## config.mk

```make
export PLATFORM = sky130hd
export DESIGN_NAME = conv_encoder
export DESIGN_NICKNAME = d
export VERILOG_FILES = /design/src/rtl/conv_encoder.sv
export SDC_FILE = /design/constraint.sdc
export NUM_CORES = 1
export LEC_CHECK = 0
export ABC_AREA = 1
export CAP_MARGIN = 5
export CORE_MARGIN = 3
export CORE_UTILIZATION = 53
export CTS_CLUSTER_SIZE = 30
export DETAILED_ROUTE_END_ITERATION = 6
export PLACE_DENSITY = 0.81
export RECOVER_POWER = 25
export SLEW_MARGIN = 10
export SYNTH_ARGS = -nofsm -noshare
export SYNTH_HDL_FRONTEND = slang
export SYNTH_SLANG_ARGS = --single-unit
```

## constraint.sdc

```tcl
create_clock -name clk -period 2.1 [get_ports clk]
set_input_delay 0.21 -clock clk [delete_from_list [all_inputs] [get_ports clk]]
set_output_delay 0.21 -clock clk [all_outputs]
set_load 0.005 [all_outputs]
```

## src/rtl/conv_encoder.sv

```systemverilog
// conv_encoder: rate-1/2 K=3 convolutional encoder with framed valid/ready I/O and zero tail
module conv_encoder #(
    parameter logic [2:0] G0    = 3'b111,
    parameter logic [2:0] G1    = 3'b101,
    parameter int         CNT_W = 16
) (
    input  logic             clk,
    input  logic             rst,
    input  logic             in_bit,
    input  logic             in_valid,
    input  logic             in_last,
    output logic             in_ready,
    output logic [1:0]       data_out,
    output logic             out_valid,
    input  logic             out_ready,
    output logic             out_first,
    output logic             out_last,
    output logic [CNT_W-1:0] sym_cnt
);
    localparam logic [1:0] IDLE = 2'd0;
    localparam logic [1:0] DATA = 2'd1;
    localparam logic [1:0] TAIL = 2'd2;

    logic [1:0] state;
    logic       s1, s0, tail_cnt;
    logic       slot_free, acc, emit, u;
    logic [2:0] taps;

    // handshake qualification and encoder taps; tail bits feed zeros
    always_comb begin
        slot_free = !out_valid || out_ready;
        in_ready  = slot_free && (state != TAIL);
        acc       = in_valid && in_ready;
        emit      = slot_free && (state == TAIL);
        u         = (state == TAIL) ? 1'b0 : in_bit;
        taps      = {u, s1, s0};
    end

    // symbol register, shift register and frame sequencing
    always_ff @(posedge clk) begin
        if (rst) begin
            state     <= IDLE;
            s1        <= 1'b0;
            s0        <= 1'b0;
            tail_cnt  <= 1'b0;
            data_out  <= 2'b00;
            out_valid <= 1'b0;
            out_first <= 1'b0;
            out_last  <= 1'b0;
            sym_cnt   <= '0;
        end else begin
            if (acc || emit) begin
                data_out  <= {^(taps & G1), ^(taps & G0)};
                out_valid <= 1'b1;
                s1        <= u;
                s0        <= s1;
                out_first <= acc && (state == IDLE);
                out_last  <= emit && tail_cnt;
                sym_cnt   <= (acc && (state == IDLE)) ? CNT_W'(1) : sym_cnt + 1'b1;
            end else if (slot_free) begin
                out_valid <= 1'b0;
            end
            if (acc && in_last) begin
                state    <= TAIL;
                tail_cnt <= 1'b0;
            end else if (acc) begin
                state <= DATA;
            end else if (emit) begin
                tail_cnt <= !tail_cnt;
                if (tail_cnt) state <= IDLE;
            end
        end
    end
endmodule

```

---- Word-level counts from Yosys, hierarchy flattened ----
Cells that the tools add are included.
cells by class
  add/subtract/negate cells ............... 1
  equal/unequal tests ..................... 2
  mux-type cells .......................... 8
  bitwise operators ....................... 1
  reductions and logical operators ........ 22
operator list
  kind                     number
  $add A16 B1 Y16 const B  1
  $mux W16                 1
  $mux W2                  4
  $logic_and A1 B1 Y1      6
  $reduce_and A2 Y1        3
  $reduce_bool A2 Y1       3
  $reduce_bool A3 Y1       2
  $reduce_xor A3 Y1        2
  $mux W1                  3
  $eq A2 B2 Y1 const B     1
  $logic_not A1 Y1         2
  $logic_not A2 Y1         1
  $logic_or A1 B1 Y1       2
  $ne A2 B2 Y1 const B     1
  $reduce_or A2 Y1         1
  $not A1 Y1               1
storage, ports and cells
  flip-flop bits (word level) ............. 26
  input bits .............................. 6
  output and inout port bits .............. 22
  word-level logic and storage cells ...... 44

---- Depth between registers and ports, before layout ----
  word-level depth ........................ 7
  gate-level depth with buffers ........... 10

---- Worst setup path before layout ----
Ideal clock, no wire load.
  kind .................................... register to register
  from .................................... register sym_cnt[0]
  to ...................................... register sym_cnt[10]
  setup time .............................. 0.109 ns
  arrival ................................. 1.178 ns
  slack ................................... 0.813 ns
  cell stages (with the launch flop) ...... 9
  path buffers ............................ 0
  period minus slack after synthesis ...... 1.287 ns
  cells stage by stage .................... dfxtp_1 -> ha_1 -> nand3_1 -> nor3_4 -> nand3_1 -> nand2_1 -> nand2_1 -> nand2_1 -> inv_1
between the ends
  longest elaborated chain between the ends .. 2
RTL lines
  element                 RTL line  RTL
  start, declared         18        output logic [CNT_W-1:0] sym_cnt
  start signal, assigned  59        sym_cnt <= (acc && (state == IDLE)) ? CNT_W'(1) : sym_cnt + 1'b1;
  $add A16 B1 Y16         59
  $mux W16                59
Every way passes these cells.
A chain may end at the register's enable or synchronous reset.

---- Worst setup path in the final report ----
  from .................................... register state[0]
  to ...................................... output in_ready
between the ends
  longest elaborated chain between the ends .. 2
RTL lines
  element                 RTL line  RTL
  start, declared         24        logic [1:0] state;
  start signal, assigned  42        state <= IDLE;
  start signal, assigned  64        state <= TAIL;
  start signal, assigned  67        state <= DATA;
  $ne A2 B2 Y1            32        in_ready = slot_free && (state != TAIL);
  $logic_and A1 B1 Y1     32
  end, declared           12        output logic in_ready,
Every way passes these cells.

==> flow_metrics.env <==
export IMPL_coreArea_sq_um=2250
export IMPL_switching_power_w=0.000220
export IMPL_maxCapViolations=0
export IMPL_gp_congestion=0.800
export IMPL_drt_wirelength_per_cell_um=11.3
export IMPL_start_util=0.565
export IMPL_hp_class="in2reg"
export IMPL_grt_pass1_wl_mm=4.48
export IMPL_synth_seq_cells=26
export IMPL_endpoint_kind="output port"
export IMPL_gr_total_overflow=0
export IMPL_final_max_slew_viol_count=0
export IMPL_rsz0062_at_grt="false"
export IMPL_yosys_warnings=0
export IMPL_highest_layer="met4"
export IMPL_cp_slowest_stage_delay_ns=0.49
export IMPL_status="finished clean"
export IMPL_setup_violations=0
export IMPL_p_leak_nw=0.705
export IMPL_viasPerCell=5.18
export IMPL_m1WireLength_mm=1.27
export IMPL_crit_slowest_cell="clkdlybuf4s50_1"
export IMPL_initialDrtViolationCount=34
export IMPL_cts_hold_repair_buffers=0
export IMPL_seq_power_share=0.611
export IMPL_hold_path_cell_count=3
export IMPL_nNetsFinal=220
export IMPL_slew_headroom=0.768
export IMPL_finalCritPeriodShare=0.884
export IMPL_antenna_found_initial=0
export IMPL_syn_area_sq_um=1270
export IMPL_fp_dieW_um=55.0
export IMPL_fp_dieH_um=55.0
export IMPL_critPathKind="reg2out"
export IMPL_cts_max_path_buffers=2
export IMPL_power_frac_comb=0.154
export IMPL_cts_buffers=3
export IMPL_timing_critical_path_mode_cell="nand2_1"
export IMPL_postCtsSetupRepairBufs=0
export IMPL_critPathLaunchType="flip-flop"
export IMPL_min_to="state[1]$_SDFFE_PP0P_"
export IMPL_final_cell_mix="nand2_1, nor2_1, dfxtp_1, inv_1, clkdlybuf4s50_1"
export IMPL_fin_skew_ns=0.00738
export IMPL_power_switching_fraction=0.257
export IMPL_cts_tree="yes"
export IMPL_postCtsResizedCells=0
export IMPL_avgSynthCellArea_sq_um=7.01
export IMPL_hpwl_mm=2.15
export IMPL_vias=1238
export IMPL_placed_cell_area_sq_um=1570
export IMPL_instances_no_fill=239
export IMPL_powerDensity_nw_per_um2=538
export IMPL_reg2reg_from="state[1]$_SDFFE_PP0P_"
export IMPL_clk_pin_slew_ns=0.12
export IMPL_num_rows=17
export IMPL_clock_latency_ns=0.31
export IMPL_die_area_sq_um=3030
export IMPL_min_period_ns=1.86
export IMPL_finalInstanceArea_sq_um=1590
export IMPL_postRouteAntennaNets=0
export IMPL_worst_r2r_setup_slack_ns=0.60
export IMPL_grt_max_degree=16
export IMPL_dr_pass1_iters=4
export IMPL_worstPathCellList="clkinv_1 > nand2_1 > nand2_1 > inv_1 > clkdlybuf4s50_1"
export IMPL_area_delta_synth_final_pct=24.8
export IMPL_fmax_mhz=538
export IMPL_drive_gt1_frac=0.0664
export IMPL_path_delay_family="buffers and inverters"
export IMPL_cts_htree_levels=1
export IMPL_dr_wl_met2_mm=1.26
export IMPL_p_int_w=0.000636
export IMPL_routed_wl_mm=2.69
export IMPL_wl_met3_um=128
export IMPL_cp_num_buf_inv=3
export IMPL_holdCritStartpoint="in_last"
export IMPL_ys_types=25
export IMPL_io_pins=28
export IMPL_grt_pass1_vias=1086
export IMPL_total_power_w=0.000856
export IMPL_portBuffers=27
export IMPL_r2r_end="sym_cnt[15]$_SDFFE_PP0P_"
export IMPL_worst_path_stages=5
export IMPL_worstMarginPinSlew_ns=0.347
export IMPL_r2r_cells=7
export IMPL_layout_commonest_cell="nand2_1"
export IMPL_yosysSeqAreaShare=0.408
export IMPL_dp_cells=236
export IMPL_clkPwrFrac=0.235
export IMPL_synthCells=182
export IMPL_cp_required_ns=1.89
export IMPL_syn_nets=189
export IMPL_antenna_cells=0
export IMPL_worst_ir_drop_vdd_mv=0.566
export IMPL_grtUsageTotal=0.202
export IMPL_crit_arrival_ns=1.65
export IMPL_route_detailed_drc=0
export IMPL_cts_root_buf="clkbuf_4"
export IMPL_setup_tns_ns=0
export IMPL_crit_fanout=5
export IMPL_hold_viol_final=0
export IMPL_cts_sink_count=26
## cell families after synthesis
logic type      count (synthesis)  share of synthesized area
compound gates                 19                     0.0893
xor+xnor                        3                     0.0206
fa+ha+maj                       1                    0.00981
buf+inv                        29                     0.0981
flops                          26                      0.408
simple gates                  104                      0.374
## how the worst max path moves through the flow
stage,start,to,slack [ns]
after floorplan,sym_cnt[0]$_SDFFE_PP0P_,sym_cnt[10]$_SDFFE_PP0P_,0.81
after global placement,out_ready,sym_cnt[9]$_SDFFE_PP0P_,0.38
after detailed placement,out_ready,sym_cnt[9]$_SDFFE_PP0P_,0.33
after CTS,state[0]$_SDFFE_PP0P_,in_ready,0.32
after global routing,state[0]$_SDFFE_PP0P_,in_ready,0.15
final,state[0]$_SDFFE_PP0P_,in_ready,0.24
## flip-flops by register name, indices dropped and copies added, names as in the netlist
register / cells
sym_cnt: 16
data_out: 2
state: 2
out_first: 1
out_last: 1
out_valid: 1
s0: 1
s1: 1
tail_cnt: 1
## synthesized netlist by cell type
master	number	area share
xor2_1	1	0.0069
a21oi_4	1	0.013
buf_4	2	0.012
a21oi_1	14	0.055
nand4_1	7	0.034
nor3_1	3	0.012
ha_1	1	0.0098
xnor2_1	2	0.014
nand2_2	2	0.0098
nor3b_1	1	0.0059
clkinv_1	1	0.0029
nor2_1	26	0.077
a31oi_1	1	0.0049
nor3_4	2	0.026
nand3b_1	1	0.0059
nand3_2	2	0.016
buf_6	1	0.0088
clkbuf_2	1	0.0039
dfxtp_1	26	0.41
o21bai_2	1	0.0088
nor2_2	1	0.0049
nand3_1	10	0.039
inv_1	24	0.071
nand2_1	49	0.14
o21ai_0	2	0.0079
## area by class of cell
type | instances | area, sq um
inverter | 25 | 93.8
tap | 28 | 35.0
timing repair buffer | 30 | 293
sequential | 26 | 520
fill | 196 | 663
multi-input combinational | 127 | 627
clock buffer | 3 | 22.5
## stage by stage
stage | utilization | worst slack (ns) | hold WS (ns)
finish | 0.706 | 0.243 | 0.474
global route | 0.706 | 0.150 | 0.470
CTS | 0.707 | 0.315 | 0.466
detailed placement | 0.697 | 0.327 | 0.461
global placement | 0.697 | 0.385 | 0.446
floorplan | - | 0.813 | 0.341
## routing by layer
metal	vias to the layer above	global-route usage
li1	641	-
met1	558	0.270
met2	35	0.321
met3	4	0.0295
met4	0	0.0931
met5	-	0
## tightest hold or removal path, cell delays in order
cell	delay [ns]
clkdlybuf4s50_1	0.39
nand2_1	0.08
a21oi_1	0.06
## power groups by stage
| stage | clock network, W | logic (W) | registers [W] |
|---|---|---|---|
| after detailed placement | 0 | 0.000133 | 0.000534 |
| after global placement | 0 | 0.000128 | 0.000533 |
| after floorplan | 0 | 0.0000827 | 0.000533 |
| after global routing | 0.000225 | 0.000146 | 0.000526 |
| after CTS | 0.000204 | 0.000133 | 0.000523 |
| final | 0.000201 | 0.000132 | 0.000523 |
Note: power is estimated with default switching activity, not from simulation.
